$ cat config.mk
export PLATFORM = sky130hd
export DESIGN_NAME = logic_op_core
export DESIGN_NICKNAME = d
export VERILOG_FILES = /design/src/rtl/logic_op_pkg.sv /design/src/rtl/logic_op_fifo.sv /design/src/rtl/logic_op_core.sv
export SDC_FILE = /design/constraint.sdc
export NUM_CORES = 1
export LEC_CHECK = 0
export BUFFER_PORTS_ARGS = -buffer_cell sky130_fd_sc_hd__buf_2
export CAP_MARGIN = 10
export CORE_ASPECT_RATIO = 0.6
export CORE_UTILIZATION = 60
export DETAILED_ROUTE_END_ITERATION = 12
export HOLD_SLACK_MARGIN = 0.08
export PLACE_DENSITY = 0.8
export RECOVER_POWER = 100
export SLEW_MARGIN = 5
export SYNTH_ARGS = -nofsm -noshare
export SYNTH_HDL_FRONTEND = slang
export SYNTH_SLANG_ARGS = --single-unit
export TNS_END_PERCENT = 1
$ cat constraint.sdc
create_clock -name clk -period 7.95 [get_ports clk]
set_input_delay 2.385 -clock clk [delete_from_list [all_inputs] [get_ports clk]]
set_output_delay 2.385 -clock clk [all_outputs]
set_load 0.03 [all_outputs]
$ cat src/rtl/logic_op_pkg.sv
// Shared types and the opcode evaluator for logic_op_core.
// Shift/rotate opcodes 8..11 are compiled in only when LOGIC_OP_EXT_OPS_EN is defined.
package logic_op_pkg;

  typedef enum logic [3:0] {
    OP_AND   = 4'd0,
    OP_OR    = 4'd1,
    OP_XOR   = 4'd2,
    OP_NAND  = 4'd3,
    OP_NOR   = 4'd4,
    OP_XNOR  = 4'd5,
    OP_NOTA  = 4'd6,
    OP_PASSA = 4'd7,
    OP_SHL   = 4'd8,
    OP_SHR   = 4'd9,
    OP_ROL   = 4'd10,
    OP_ROR   = 4'd11
  } op_e;

  typedef struct packed {
    logic [3:0] a;
    logic [3:0] b;
    op_e        op;
  } entry_t;

  typedef enum logic [1:0] {
    ST_IDLE,
    ST_ISSUE,
    ST_GAP_WAIT
  } state_e;

  // Returns {legal, result}; unlisted opcodes are reported illegal with a zero result.
  function automatic logic [4:0] op_eval(input logic [3:0] a, input logic [3:0] b, input op_e op);
    logic       legal;
    logic [3:0] res;
`ifdef LOGIC_OP_EXT_OPS_EN
    logic [7:0] dbl;
    dbl = {a, a};
`endif
    legal = 1'b1;
    res   = '0;
    case (op)
      OP_AND:   res = a & b;
      OP_OR:    res = a | b;
      OP_XOR:   res = a ^ b;
      OP_NAND:  res = ~(a & b);
      OP_NOR:   res = ~(a | b);
      OP_XNOR:  res = ~(a ^ b);
      OP_NOTA:  res = ~a;
      OP_PASSA: res = a;
`ifdef LOGIC_OP_EXT_OPS_EN
      OP_SHL:   res = a << b[1:0];
      OP_SHR:   res = a >> b[1:0];
      OP_ROL: begin
        dbl = dbl << b[1:0];
        res = dbl[7:4];
      end
      OP_ROR: begin
        dbl = dbl >> b[1:0];
        res = dbl[3:0];
      end
`endif
      default:  legal = 1'b0;
    endcase
    return {legal, res};
  endfunction

endpackage

$ cat src/rtl/logic_op_fifo.sv
// Synchronous command FIFO with occupancy count; async active-high reset.
module logic_op_fifo
  import logic_op_pkg::*;
#(
  parameter int unsigned DEPTH = 4,
  localparam int unsigned AW = $clog2(DEPTH),
  localparam int unsigned LW = AW + 1
) (
  input  logic          clk,
  input  logic          rst,
  input  logic          push,
  input  entry_t        wdata,
  input  logic          pop,
  output entry_t        rdata,
  output logic          full,
  output logic          empty,
  output logic [LW-1:0] level
);

  entry_t        mem [DEPTH];
  logic [AW-1:0] wr_ptr;
  logic [AW-1:0] rd_ptr;
  logic          do_push;
  logic          do_pop;

  assign full    = (level == LW'(DEPTH));
  assign empty   = (level == '0);
  assign do_push = push && !full;
  assign do_pop  = pop && !empty;
  assign rdata   = mem[rd_ptr];

  always_ff @(posedge clk) begin
    if (do_push) mem[wr_ptr] <= wdata;
  end

  always_ff @(posedge clk or posedge rst) begin
    if (rst) begin
      wr_ptr <= '0;
      rd_ptr <= '0;
      level  <= '0;
    end else begin
      if (do_push) wr_ptr <= wr_ptr + AW'(1);
      if (do_pop)  rd_ptr <= rd_ptr + AW'(1);
      case ({do_push, do_pop})
        2'b10:   level <= level + LW'(1);
        2'b01:   level <= level - LW'(1);
        default: level <= level;
      endcase
    end
  end

endmodule

$ cat src/rtl/logic_op_core.sv
// Logic-op execution stage: buffered commands, one result pulse per command, GAP spacing.
// Build option: LOGIC_OP_EXT_OPS_EN enables shift/rotate opcodes in logic_op_pkg::op_eval.
module logic_op_core
  import logic_op_pkg::*;
#(
  parameter int unsigned FIFO_DEPTH = 4,
  parameter int unsigned GAP        = 0,
  localparam int unsigned LW = $clog2(FIFO_DEPTH) + 1
) (
  input  logic          clk,
  input  logic          rst,
  input  logic          in_valid,
  output logic          in_ready,
  input  logic [3:0]    in_a,
  input  logic [3:0]    in_b,
  input  logic [3:0]    in_op,
  output logic [3:0]    data,
  output logic          data_en,
  output logic          err,
  output logic [LW-1:0] fifo_level
);

  localparam bit         HAS_GAP  = (GAP != 0);
  localparam logic [3:0] GAP_LOAD = HAS_GAP ? 4'(GAP - 1) : 4'd0;

  state_e     state;
  state_e     state_nx;
  logic [3:0] gap_cnt;
  entry_t     wdata;
  entry_t     head;
  logic       fifo_full;
  logic       fifo_empty;
  logic       push;
  logic       issue;
  logic       ev_legal;
  logic [3:0] ev_res;
  logic       remaining;

  assign wdata    = '{a: in_a, b: in_b, op: op_e'(in_op)};
  assign in_ready = !fifo_full;
  assign push     = in_valid && in_ready;
  assign issue    = (state == ST_ISSUE);

  logic_op_fifo #(
    .DEPTH(FIFO_DEPTH)
  ) u_fifo (
    .clk  (clk),
    .rst  (rst),
    .push (push),
    .wdata(wdata),
    .pop  (issue),
    .rdata(head),
    .full (fifo_full),
    .empty(fifo_empty),
    .level(fifo_level)
  );

  assign {ev_legal, ev_res} = op_eval(head.a, head.b, head.op);

  // Level still counts the entry being popped; a same-cycle push keeps the pipe busy.
  assign remaining = (fifo_level > LW'(1)) || push;

  always_comb begin
    state_nx = state;
    case (state)
      ST_IDLE: begin
        if (!fifo_empty) state_nx = ST_ISSUE;
      end
      ST_ISSUE: begin
        if (ev_legal && HAS_GAP) state_nx = ST_GAP_WAIT;
        else if (remaining)      state_nx = ST_ISSUE;
        else                     state_nx = ST_IDLE;
      end
      ST_GAP_WAIT: begin
        if (gap_cnt == '0) state_nx = fifo_empty ? ST_IDLE : ST_ISSUE;
      end
      default: state_nx = ST_IDLE;
    endcase
  end

  always_ff @(posedge clk or posedge rst) begin
    if (rst) begin
      state   <= ST_IDLE;
      gap_cnt <= '0;
      data    <= '0;
      data_en <= 1'b0;
      err     <= 1'b0;
    end else begin
      state <= state_nx;
      if (issue)                                   gap_cnt <= GAP_LOAD;
      else if (state == ST_GAP_WAIT && gap_cnt != '0) gap_cnt <= gap_cnt - 4'd1;
      data_en <= issue && ev_legal;
      err     <= issue && !ev_legal;
      if (issue && ev_legal) data <= ev_res;
    end
  end

endmodule

==> run_results.csv <==
group,metric,value,unit
timing,rsz0062_at_grt,"no",
synthesis,dominant_cell_by_count_in_the_synthesized_netlist,"edfxtp_1",
placement,post-dp-hpwl,3700,um
route,dr.pass1.iters,4,
synthesis,yosys-top-cells-area,"edfxtp_1, dfrtp_1, mux4_2",
floorplanning,ports_placed_on_the_boundary,25,
floorplanning,die-width,93.1,um
synthesis,mappedNetlistArea,2990,um^2
status,outcome,"completed",
synthesis,synth.net_count,239,
clock_tree,clk_root_buffer_cell,"clkbuf_8",
clock_tree,h-tree-depth,3,
timing,worst_pin_slew,0.861,ns
power,power.share.switching,38.7,%
clock_tree,cts.path.max_buffers,2,
synthesis,yosys.area.top_type_share,48.3,%
clock_tree,holdBufCountCts,0,
clock_tree,post-cts-setup-buffers,0,
power,power_leakage,1.23,nW
power,net-switching-power,0.565,mW
power,p_seq_share,35.3,%
critical_path,worstPathCellList,"inv_1, ha_1, nand2_1, clkbuf_1",
synthesis,yosysSeqAreaShare,60.0,%
cells_and_area,multi_input_area,1070,um^2
critical_path,cp_max_fo,6,
critical_path,destination_of_the_worst_register_to_register_timing_path,"data[2]",
clock_tree,cts_resized,0,
placement,post-place-cells,286,
cells_and_area,fillerInstances,324,
synthesis,synthesis.area_per_instance,14.4,um^2
critical_path,worst-endpoint-required,5.57,ns
route,routedWlPerCell,17.8,um
clock_tree,worst_setup_hold_path_clk_slew,0.06,ns
power,power.density,442,nW/um^2
critical_path,reg2reg_from,"u_fifo.rd_ptr[0]",
route,post_route_ant_nets,0,
floorplanning,core_outline_area,4680,um^2
cells_and_area,postLayoutCellArea,3300,um^2
critical_path,regToRegSetupSlack,4.73,ns
timing,hold_violations,0,
cells_and_area,fraction_of_layout_cells_with_a_size_suffix_above_1,10.9,%
critical_path,cp_slowest_cell,"dfrtp_1",
critical_path,reg2reg_depth,7,
critical_path,critPathLaunchType,"flop",
cells_and_area,final_core_utilization,70.5,%
flow_run,drv.max_cap_violation_count,0,
route,drcViolationCount,0,
cells_and_area,syn_to_final_growth,10.6,%
floorplanning,rows,19,
placement,dpl_cell_area,3130,um^2
floorplanning,initial_utilization,63.8,%
critical_path,setup.worst_path.class,"flop to primary output",
timing,finalMaxSlewViolations,0,
power,ir_worst_vdd,222,uV
floorplanning,die_area,5270,um^2
placement,portBuffers,24,
synthesis,synthArstFlopShare,22.6,%
synthesis,synthesis.instances,207,
cells_and_area,layout.cells.non_filler,301,
synthesis,leading_area_contributor_after_synthesis,"edfxtp_1",
placement,gp_congestion,0.783,
route,vias,1680,
synthesis,register_bit_total_from_synthesis,62,
synthesis,ys.warnings.count,0,
route,post_dr_vias_cell,5.58,
global_route,grt_antenna_before_repair,0,
critical_path,critical_path.endpoint_type,"primary output",
cells_and_area,diodes,0,
min_path,holdCritPathClass,"flop to flop",
timing,final.setup.tns,0,ns
global_route,grt_first_pass_wirelength,8630,um
synthesis,yosys-top-cells-count,"edfxtp_1, ha_1, inv_1",
route,drt_first_iter_violations,79,
power,power_frac_clock,19.7,%
power,power_report.internal_total,0.894,mW
min_path,hold_path_end,"data[0]",
route,route.final.wire_length,5350,um
global_route,grt_start_max_net_pins,17,
timing,finalCriticalPeriod,4.01,ns
timing,timing.max_slew.rel_slack,42.6,%
timing,fin_worst_skew,0.00635,ns
global_route,grt.overflow.total,0,
critical_path,cp.arrival,1.63,ns
floorplanning,height_of_the_die,56.7,um
critical_path,cp_slowest_stage_delay,0.44,ns
synthesis,synth-edff-count,48,
synthesis,yosys.cell_types.count,37,
power,report.power.total,1.46,mW
clock_tree,cts_made_buffers,9,
power,combinationalPowerShare,45.0,%
min_path,hold-path-cell-count,1,
clock_tree,worstSkewPairLatency,0.33,ns
clock_tree,cts_tree,"built",
min_path,worst_hold_startpoint,"data[0]",
clock_tree,clock_sink_count,62,
timing,achievable-frequency,249,MHz
timing,fin_crit_sh,50.4,%
global_route,grt_pass1_vias,1703,
timing,setup_viol_count_final,0,
cells_and_area,num-nets-final,266,
global_route,global_route.usage.total,23.5,%
cells_and_area,final-seq-area,1790,um^2
synthesis,synth_top_flop_cell,"edfxtp_1",
## cell families after synthesis
group                      synth area share [%]
and+or+nand+nor                            8.46
AOI/OAI and AO/OA                          6.87
muxes                                      11.4
adders and majority gates                  7.12
xor gates and xnor gates                   2.05
buffers and inverters                      4.06
DFF                                        60.0
## worst max path at each step
stage / start / to / slack [ns] / cells after the start
after floorplan: u_fifo.level[0] / in_ready / 4.38 / 3
after global placement: in_valid / u_fifo.level[2] / 4.47 / 6
after detailed placement: u_fifo.level[0] / in_ready / 4.42 / 4
after CTS: u_fifo.level[0] / in_ready / 4.04 / 4
after global routing: u_fifo.level[0] / in_ready / 3.81 / 4
final: u_fifo.level[0] / in_ready / 3.94 / 4
## power by group through the flow
stage,sequential (mW),clock (mW),combinational (mW)
after floorplan,0.528,0,0.520
after global routing,0.529,0.304,0.731
after detailed placement,0.524,0,0.663
final,0.515,0.288,0.656
after global placement,0.518,0,0.640
after CTS,0.518,0.294,0.666
## area by class of cell
type	instances	area share, %
clock buffers	10	3.87
repair buffers	24	2.77
multi-input cells	120	32.5
inverters	17	1.93
well taps	63	2.39
clock inverters	5	2.27
flip-flops and latches	62	54.3
## cell usage in the layout (no fill, tap or decap), types with 2 or more instances in the layout
cell type / n
and2_0: 2
clkbuf_8: 9
o221ai_1: 2
nand3b_1: 5
nand2_1: 14
nand2b_1: 8
clkinv_1: 2
clkbuf_1: 24
a211oi_1: 3
mux4_1: 2
mux2i_1: 3
nor2_1: 12
xor2_1: 2
a31oi_1: 2
xnor2_1: 5
and3_1: 4
mux4_2: 11
nor2b_1: 3
inv_1: 17
bufinv_16: 2
o22ai_1: 5
ha_1: 17
a21oi_1: 2
o21ai_0: 6
edfxtp_1: 48
dfrtp_1: 14
## worst max-delay path: cells and delay by family, from the launching register on
family | cells | cell delay [ns]
buffers and inverters | 2 | 0.44
and+or+nand+nor | 1 | 0.17
DFF | 1 | 0.44
adders and majority gates | 1 | 0.23
## flip-flops by register name, summed over array words and instances (netlist names)
signal and cells:
data 4, data_en 1, err 1, state 1, u_fifo.level 3, u_fifo.mem 48
u_fifo.rd_ptr 2, u_fifo.wr_ptr 2
## per-layer routing
metal / wire (um) / track usage, % / share of wire, %
met5: 0 / 0 / 0
met2: 2410 / 35.1 / 45
met4: 52 / 9.23 / 0.97
met3: 359 / 7.72 / 6.7
met1: 2530 / 32.2 / 47
## stage by stage
step / hold WS (ns) / setup slack [ns]
2_1_floorplan: 0.493 / 4.38
3_3_place_gp: 0.492 / 4.47
3_5_place_dp: 0.509 / 4.42
4_1_cts: 0.538 / 4.04
5_1_grt: 0.559 / 3.81
6_report: 0.525 / 3.94
Note: power is estimated with default switching activity, not from simulation.
